==> src/rtl/bounce_gen.sv <==
`timescale 1ns/1ps
`default_nettype none
// ============================================================================
// bounce_gen : turns a clean level request into a bouncy, LFSR-timed pin.
// Rev 1.0
// ============================================================================
module bounce_gen #(
  parameter int          PAIR_W        = 2,
  parameter int          GAP_W         = 4,
  parameter int          SETTLE_CYCLES = 32,
  parameter logic [15:0] LFSR_SEED     = 16'hACE1,
  parameter logic        IDLE_LEVEL    = 1'b0
) (
  input  logic clk,
  input  logic rst,
  input  logic target,
  input  logic enable,
  output logic btn,
  output logic busy,
  output logic done
);

  localparam int          c_SETTLE_W = (SETTLE_CYCLES > 1) ? $clog2(SETTLE_CYCLES) : 1;
  localparam logic [1:0]  S_IDLE     = 2'd0;
  localparam logic [1:0]  S_BOUNCE   = 2'd1;
  localparam logic [1:0]  S_SETTLE   = 2'd2;
  localparam logic [15:0] c_SEED     = (LFSR_SEED == 16'h0000) ? 16'h0001 : LFSR_SEED;
  localparam logic [15:0] c_MASK     = 16'hB400;

  localparam logic [c_SETTLE_W-1:0] c_SETTLE_LOAD = c_SETTLE_W'(SETTLE_CYCLES - 1);
  localparam logic [c_SETTLE_W-1:0] c_SETTLE_ONE  = c_SETTLE_W'(1);
  localparam logic [GAP_W:0]        c_GAP_ONE     = (GAP_W + 1)'(1);
  localparam logic [PAIR_W:0]       c_EDGE_ONE    = (PAIR_W + 1)'(1);

  logic [1:0]            r_state;
  logic [1:0]            w_state_nxt;
  logic [15:0]           r_lfsr;
  logic [15:0]           w_lfsr_nxt;
  logic [PAIR_W:0]       r_edges_left;
  logic [PAIR_W:0]       w_edges_nxt;
  logic [GAP_W:0]        r_gap_cnt;
  logic [GAP_W:0]        w_gap_nxt;
  logic [c_SETTLE_W-1:0] r_settle_cnt;
  logic [c_SETTLE_W-1:0] w_settle_nxt;
  logic                  r_btn;
  logic                  r_busy;
  logic                  r_done;
  logic                  w_btn_nxt;
  logic                  w_busy_nxt;
  logic                  w_done_nxt;

  logic [PAIR_W-1:0]     w_pairs;
  logic [GAP_W:0]        w_gap;
  logic                  w_start;
  logic                  w_toggle;
  logic                  w_settled;

  // Galois right shift; free-running in every state so timing depends only on the cycle count since reset.
  assign w_lfsr_nxt = {1'b0, r_lfsr[15:1]} ^ (r_lfsr[0] ? c_MASK : 16'h0000);

  assign w_pairs   = r_lfsr[PAIR_W-1:0];
  assign w_gap     = {1'b0, r_lfsr[GAP_W+7:8]} + c_GAP_ONE;
  assign w_start   = (r_state == S_IDLE) && (target != r_btn);
  assign w_toggle  = (r_state == S_BOUNCE) && (r_gap_cnt == c_GAP_ONE);
  assign w_settled = (r_state == S_SETTLE) && (r_settle_cnt == '0);

  always_ff @(posedge clk or negedge rst) begin
    if (!rst) begin
      r_state      <= S_IDLE;
      r_lfsr       <= c_SEED;
      r_edges_left <= '0;
      r_gap_cnt    <= '0;
      r_settle_cnt <= '0;
      r_btn        <= IDLE_LEVEL;
      r_busy       <= 1'b0;
      r_done       <= 1'b0;
    end else begin
      r_state      <= w_state_nxt;
      r_lfsr       <= w_lfsr_nxt;
      r_edges_left <= w_edges_nxt;
      r_gap_cnt    <= w_gap_nxt;
      r_settle_cnt <= w_settle_nxt;
      r_btn        <= w_btn_nxt;
      r_busy       <= w_busy_nxt;
      r_done       <= w_done_nxt;
    end
  end

  always_comb begin
    w_state_nxt  = r_state;
    w_edges_nxt  = r_edges_left;
    w_gap_nxt    = r_gap_cnt;
    w_settle_nxt = r_settle_cnt;
    case (r_state)
      S_IDLE: begin
        if (w_start && enable) begin
          w_edges_nxt = {w_pairs, 1'b0};
          w_gap_nxt   = w_gap;
          if (w_pairs == '0) begin
            w_state_nxt  = S_SETTLE;
            w_settle_nxt = c_SETTLE_LOAD;
          end else begin
            w_state_nxt = S_BOUNCE;
          end
        end
      end
      S_BOUNCE: begin
        if (w_toggle) begin
          w_edges_nxt = r_edges_left - c_EDGE_ONE;
          w_gap_nxt   = w_gap;
          if (r_edges_left == c_EDGE_ONE) begin
            w_state_nxt  = S_SETTLE;
            w_settle_nxt = c_SETTLE_LOAD;
          end
        end else begin
          w_gap_nxt = r_gap_cnt - c_GAP_ONE;
        end
      end
      S_SETTLE: begin
        if (w_settled) begin
          w_state_nxt = S_IDLE;
        end else begin
          w_settle_nxt = r_settle_cnt - c_SETTLE_ONE;
        end
      end
      default: begin
        w_state_nxt = S_IDLE;
      end
    endcase
  end

  // The bypass path also lands here: with enable low, btn follows target without raising busy.
  always_comb begin
    w_btn_nxt  = r_btn;
    w_busy_nxt = r_busy;
    w_done_nxt = 1'b0;
    case (r_state)
      S_IDLE: begin
        if (w_start) begin
          w_btn_nxt  = target;
          w_busy_nxt = enable;
        end
      end
      S_BOUNCE: begin
        if (w_toggle) begin
          w_btn_nxt = ~r_btn;
        end
      end
      S_SETTLE: begin
        if (w_settled) begin
          w_busy_nxt = 1'b0;
          w_done_nxt = 1'b1;
        end
      end
      default: begin
        w_busy_nxt = 1'b0;
      end
    endcase
  end

  assign btn  = r_btn;
  assign busy = r_busy;
  assign done = r_done;

endmodule
`default_nettype wire
==> config.mk <==
export PLATFORM = sky130hd
export DESIGN_NAME = bounce_gen
export DESIGN_NICKNAME = d
export VERILOG_FILES = /design/src/rtl/bounce_gen.sv
export SDC_FILE = /design/constraint.sdc
export NUM_CORES = 1
export LEC_CHECK = 0
export ABC_AREA = 0
export CAP_MARGIN = 25
export CORE_UTILIZATION = 54
export DETAILED_ROUTE_END_ITERATION = 7
export PLACE_DENSITY = 0.8
export SLEW_MARGIN = 20
export SYNTH_ARGS = -nofsm -noshare
export SYNTH_HDL_FRONTEND = slang
export SYNTH_SLANG_ARGS = --single-unit
export TNS_END_PERCENT = 100
==> constraint.sdc <==
create_clock -name clk -period 2.27 [get_ports clk]
set_clock_uncertainty 0.2 [all_clocks]
set_input_delay 0.3405 -clock clk [delete_from_list [all_inputs] [get_ports clk]]
set_output_delay 0.3405 -clock clk [all_outputs]
set_load 0.05 [all_outputs]
==> results of run 1 <==
-- synth_stat cells, types with 2 or more instances --
master     number
o21a_1          2
nor2b_1         2
ha_1            6
dfrtp_1        26
nor2_1          8
a2bb2oi_1       5
nor3_1         12
xor2_1          4
xnor2_1         2
clkbuf_1        4
nand3_1         9
nand2_1         7
inv_1           8
a21oi_1         4
dfstp_2         8
o21ai_0         8
-- metrics by stage --
step | utilization, % | hold WS, ps | power, mW
finish | 64.9 | 159 | 2.09
floorplan | - | -155 | 1.32
CTS | 64.9 | 162 | 2.10
global placement | 60.9 | 136 | 1.47
global route | 64.9 | 172 | 2.20
detailed placement | 60.9 | 138 | 1.51
-- worst paths after layout --
kind / start / end / slack, ps
min: r_lfsr[3] / r_lfsr[2] / 160
max in group asynchronous: rst / r_lfsr[15] / 1360
max reg2reg: r_settle_cnt[0] / r_settle_cnt[1] / 160
min reg2reg: r_lfsr[3] / r_lfsr[2] / 160
min in group asynchronous: rst / r_gap_cnt[2] / 180
max: btn / btn / 50
-- state kept, by name, summed over array words and instances, names as in the netlist --
register,flops
done,1
r_gap_cnt,5
busy,1
r_edges_left,3
r_settle_cnt,5
btn,1
r_state,2
r_lfsr,16
-- cells by family after synthesis --
| kind of cell | synth area share (%) |
|---|---|
| flip-flops | 55.0 |
| AO/OA/AOI/OAI | 15.8 |
| AND/OR/NAND/NOR | 16.0 |
| buffers and inverters | 3.43 |
| multiplexers | 0.639 |
| XOR/XNOR | 4.39 |
| adder cells (fa/ha/maj) | 4.79 |
-- per-layer routing --
layer / track usage (%) / up-vias / share of wire, %
li1: - / 536 / -
met1: 30.1 / 552 / 47
met2: 33.6 / 19 / 48
met3: 7.21 / 6 / 3.5
met4: 9.41 / 0 / 1.8
met5: 0 / - / 0
-- power by group --
part	internal (mW)	total, mW	leakage (nW)	switching, mW
logic	0.291	0.641	0.322	0.350
registers	0.725	0.865	0.411	0.140
clock network	0.373	0.585	0.0585	0.212
total	1.39	2.09	0.791	0.701
-- layout make-up --
class	count	share of cell area, %
Sequential cell	34	48.1
Multi-Input combinational cell	94	36.4
Timing Repair Buffer	11	5.45
Clock inverter	2	3.35
Clock buffer	6	2.87
Tap cell	31	2.17
Inverter	8	1.68
==> flow_results.org, run 1 <==
** Run status
- The flow ran to the end, and the final reports show no timing, DRC or antenna violations.

** Job
- Across the run, the number of max-cap violations was 0.

** Placement
- Total placed cells including tap cells :: 178
- The HPWL after detailed placement is 1.95 mm.
- The placed instances occupy a cell area of 1680 um2.
- Worst setup timing slack at the placement stage :: 61.1 ps
- Port buffering added 6 buffers.
- Routability-driven placement congestion ratio :: 0.942

** Worst setup path
- At the worst endpoint, the required time is 1730 ps.
- Category of cells accounting for the largest share of critical-path delay :: buffers and inverters
- Worst-path fanout max :: 5
- On the worst path, the slowest cell contributes a delay of 860 ps.
- CP Depth :: 1
- For this design, the slowest cell found on the critical path is clkdlybuf4s50_1.
- STA classifies the critical path startpoint as a flop.
- Critical path buffers and inverters :: 1
- The worst setup path is of the flop to primary output kind.
- The signal on the critical path passes through clkdlybuf4s50_1.
- For the worst setup path, the data arrival time is 1680 ps.
- The worst setup path is captured at a primary output.
- Count of cells along the worst register-to-register path :: 6

** Synthesis
- Synth cell types :: 43
- In the post-synthesis netlist, the biggest area contributors are dfrtp_1 (42%), dfstp_2 (13%), ha_1 (4.8%).
- The cell count after synthesis came out at 142.
- Net count after synthesis :: 152
- Dominant register cell in the synthesized netlist :: dfrtp_1
- Number of synthesized flops with an enable pin :: 0
- The cell area that synthesis handed to floorplanning was 1570 um2.
- Of the post-synthesis cell area, the dominant cell type holds 41.5%.
- Most area-hungry cell type in the Yosys netlist :: dfrtp_1
- Share of synthesized registers carrying an async set or reset :: 100%
- Mean instance size in the synthesized netlist :: 11.0 um2
- Register area share after synthesis :: 55.0%
- Yosys printed 0 warnings.
- Flip-flop and latch count after synthesis :: 34

** Global route
- Across every metal layer, demand over resource in global routing totals 22.3%.
- Entering global routing, the biggest net connects 35 pins.
- The initial antenna violation count is 0.
- The first global-routing pass estimated 5.20 mm of wire.
- Vias in the first global route :: 1054
- After global routing the overflow that remains totals 0.

** Route
- The final route contains 1113 vias.
- Detailed Route Iter0 Violations :: 41
- Routed wire length :: 2.98 mm
- Final routed DRC violation total :: 0
- WL per Instance :: 16.0 um
- For this run, the detailed router's first-pass iteration total came to 4.
- DR vias/cell :: 5.98
- The detail route stage leaves a number of antenna-violating nets equal to 0.

** Finish
- The library cells used most frequently in the layout, excluding fill and tap cells, are dfrtp_1 (26), nor3_1 (12), nand3_1 (9).
- Number of nets in the layout :: 164
- Footprint of the flip-flops and latches :: 861 um2
- Diode insertion count for antenna repair :: 0
- # fillers :: 211
- The multi-input combinational cells in the finished layout cover a total of 652 um2.
- Proportion of layout cells with a drive suffix above 1 :: 16.8%
- The library cell used most frequently in the layout, excluding fill and tap cells, is dfrtp_1.
- Final standard cell area without fillers :: 1790 um2
- Post-route insts no fill :: 186
- The area growth from synthesis to layout is 14.3%.

** Timing
- Counting I/O delays and the setup requirement, the final critical path takes 2220 ps.
- At the pin with the least slew margin, the transition time is 514 ps.
- In this run the tightest slew margin relative to its limit is 65.6%.
- After layout, the worst setup slack is 52.4 ps.
- Setup repair after global routing left no endpoint under its margin.
- Dividing the final minimum period by the clock period gives 97.7%.
- In the final timing run, aggregate negative setup slack is 0 ps.
- The final count of hold timing violations came to 0.
- Setup violations remaining at the end of the flow were counted as 0.
- Derived from the worst setup path, the maximum achievable clock frequency is 451 MHz.
- The number of slew-limit violations in the final report was 0.

** Clock tree
- Deepest clock path buffer count :: 2
- Total CTS buffers :: 5
- Num Clock Sinks :: 34
- CTS-repair resized insts :: 0
- Hold buffers post-CTS :: 0
- After clock tree synthesis, the clock-pin slew on the worst setup and hold paths is 100 ps.
- TritonCTS clock tree :: yes
- The later pin in the worst-skew pair is clocked with a latency of 350 ps.
- Clock root cell :: clkbuf_4
- Buffers added to address setup during post-CTS repair amount to 0.
- CTS H-tree lvls :: 2

** Floorplan
- In this run the count of I/O pins placed on the die edge is 7.
- The initialized floorplan defines 19 standard-cell rows.
- The initial utilization of the core area, before any placement, comes to 56.8%.
- Area of the core :: 2760 um2
- The die covers 3120 um2.
- DIE WIDTH :: 55.9 um
- The die is 55.9 um tall.

** Hold path
- Number of stages on the worst hold path :: 0
- Path class of the lowest-slack min-delay path :: flop to flop

** Power and ir drop
- Power spread over the standard cell area amounts to 1170 nW/um2.
- Worst ir drop on vdd :: 0.000815 V
- Static Leakage :: 0.791 nW
(Power assumes the default switching activity.)
==> run 2, diff against run 1 <==
- PLACE_DENSITY: 0.8 -> 0.73
==> run 2 against run 1 <==
  * Power decreased by 0.49%
  * Fmax is 1.8% higher
  * Worst hold slack worse by 1.0 ps
  * Critical path type unchanged
  * Critical endpoint unchanged
  * Largest power group unchanged
==> flow_results.org, run 2 (synthesis results as in run 1) <==
** Timing
- The worst path needs 2180 ps of the cycle, external delays included.
- Setup violations remaining at the end of the flow were counted as 0.
- Final TNS setup :: 0 ps
- Max-slew violation count :: 0
- For the pin with the worst max-slew slack, the measured transition is 496 ps.
- Minimum setup slack in the final design :: 92.5 ps
- In the finished design, the share of the clock period the worst path needs comes to 95.9%.
- Worst hold-check slack :: 158 ps
- The final count of hold timing violations was 0.
- Setup repair after global routing missed its margin :: false
- Remaining max-slew budget at the tightest pin :: 66.8%
- Highest attainable clock frequency :: 459 MHz

** Finish
- The repair_antennas step left the layout with diodes totalling 0.
- Of the cells placed in the final design, the portion with a size suffix greater than 1 is 16.2%.
- The largest registers in the layout are r_lfsr: 16 flops, r_gap_cnt: 5 flops, r_settle_cnt: 5 flops.
- Largest register by flop count :: r_lfsr
- # fillers :: 203
- Most common library cell in the layout ignoring fill and taps :: dfrtp_1
- Number of nets in the layout :: 163
- Number of flip-flops under the largest register name :: 16
- Most frequent cells in the layout :: dfrtp_1 (26), nor3_1 (12), nand3_1 (9)
- From synthesis to final layout, the design area changed by 13.8%.

** Hold path
- In this run the most critical hold path is launched from r_lfsr[2].
- The path with the worst hold slack has its endpoint at r_lfsr[1].
- The worst hold path belongs to the class flop to flop.
- Number of stages on the worst hold path :: 0

** Global route
- Global-route wire length before repair :: 4.89 mm
- Grt met2 use :: 31.3%
- met2 is the most crowded layer.
- Entering global routing, the biggest net connects 35 pins.
- Vias in the first global route :: 1036
- GR met1 Demand/Resource :: 28.9%
- Across every metal layer, demand over resource in global routing totals 21.1%.
- In the global route stage, met3 resource usage came out at 7.21%.
- For this run the aggregate overflow at the end of global routing stands at 0.
- Initial antenna violation count :: 0

** Worst setup path
- Cell breakdown of the critical path :: clkdlybuf4s50_1
- The critical path is of the flop to primary output type.
- FF-to-FF Start :: r_settle_cnt[1]
- Setup slack on the worst reg-to-reg path comes out at 170 ps.
- The largest single stage delay on the critical path is 840 ps.
- In this design, the largest share of critical-path delay is due to buffers and inverters.
- Count of cells along the worst register-to-register path :: 6
- The slowest stage of the critical path belongs to the cell clkdlybuf4s50_1.
- Critical Path Start Type :: flop
- Together, buffers and inverters on the worst path number 1.
- The worst setup path is captured at a primary output.
- Worst reg2reg path endpoint :: r_settle_cnt[0]
- STA puts the critical path data arrival time at 1640 ps.
- Worst-path fanout max :: 5
- At the worst endpoint, the required time is 1730 ps.

** Route
- The final layout contains routed wiring with a total length of 2.92 mm.
- For this block, the initial DRC count from the detailed router was 46.
- In the routed layout, each cell is associated on average with a via count of 6.08.
- After detailed routing, the average wire length per cell comes to 15.8 um.
- Before antenna repair, the detailed router went through 4 iterations.
- For this run, design rule violations remaining after detail routing come to 0.
- In this run the remaining antenna-violating nets after routing total 0.
- The detailed router placed 1125 vias in this run.

** Power and ir drop
- Worst ir drop on vdd :: 0.000905 V
- Static Leakage :: 0.785 nW
- Dividing total power by cell area gives a power density of 1170 nW/um2.

** Floorplan
- DIE WIDTH :: 55.9 um
- The die is 55.9 um tall.
- Once the floorplan was initialized, standard cells occupied 56.8% of the core.
- The total area inside the core boundary comes to 2760 um2.
- The floorplan step defined a die boundary enclosing 3120 um2.
- For this design the top-level I/O count stands at 7.
- The initialized floorplan defines 19 standard-cell rows.

** Clock tree
- TritonCTS built the clock tree.
- After clock tree synthesis, the clock-pin slew on the worst setup and hold paths is 100 ps.
- Setup Buffers After CTS :: 0
- Deepest clock path buffer count :: 2
- CTS built an H-tree with a depth of 2.
- Hold buffers post-CTS :: 0
- Clock Latency Late Sink :: 330 ps
- Gates resized during post-CTS repair numbered 0.
- Num Clock Sinks :: 34
- Clock root cell :: clkbuf_4
- Counting the buffers created by CTS gives 5.

** Placement
- Detailed placement ended at an HPWL of 2.01 mm.
- Port buffering added 6 buffers.
- The congestion estimate from routability-driven global placement came to 0.914.
- Timing analysis after detailed placement gives a worst setup slack of 74.5 ps.

** Run status
- Status :: complete, no violations

** Job
- Max-cap violations :: 0
[run 2: report_power, final]
group	switching [mW]	internal (mW)
combinational	0.347	0.292
sequential	0.138	0.725
clock	0.206	0.373
total	0.691	1.39
[run 2: worst max path at each step]
| stage | from | endpoint | cells past startpoint |
|---|---|---|---|
| finish | btn | btn | 1 |
| global route | btn | btn | 1 |
| CTS | btn | btn | 1 |
| detailed placement | target | r_settle_cnt[4] | 5 |
| global placement | target | r_settle_cnt[4] | 5 |
| floorplan | btn | r_settle_cnt[4] | 4 |
[run 2: layout make-up]
| type | count | area [um2] | share of cell area [%] |
|---|---|---|---|
| Sequential cell | 34 | 861 | 48.3 |
| Tap cell | 31 | 38.8 | 2.18 |
| Multi-Input combinational cell | 94 | 652 | 36.6 |
| Timing Repair Buffer | 10 | 90.1 | 5.05 |
| Inverter | 8 | 30.0 | 1.68 |
| Clock inverter | 2 | 60.1 | 3.37 |
| Clock buffer | 6 | 51.3 | 2.88 |
[run 2: layer usage]
layer,up-vias,part of all wire [%]
li1,536,-
met1,551,45
met2,34,49
met3,4,5.1
met4,0,1.3
met5,-,0
[run 2: metrics by stage]
step           instances  power, mW  utilization (%)  area (um2)
2_1_floorplan        142       1.32                -        1570
3_3_place_gp         177       1.48             60.6        1670
3_5_place_dp         177       1.51             60.6        1670
4_1_cts              185       2.10             64.7        1780
5_1_grt              185       2.20             64.7        1780
6_report             185       2.08             64.7        1780
==> run 3, diff against run 2 <==
- SLEW_MARGIN: 20 -> 30
==> results of run 3 <==
No change in the layout: final DEF, timing and power equal those of run 2.
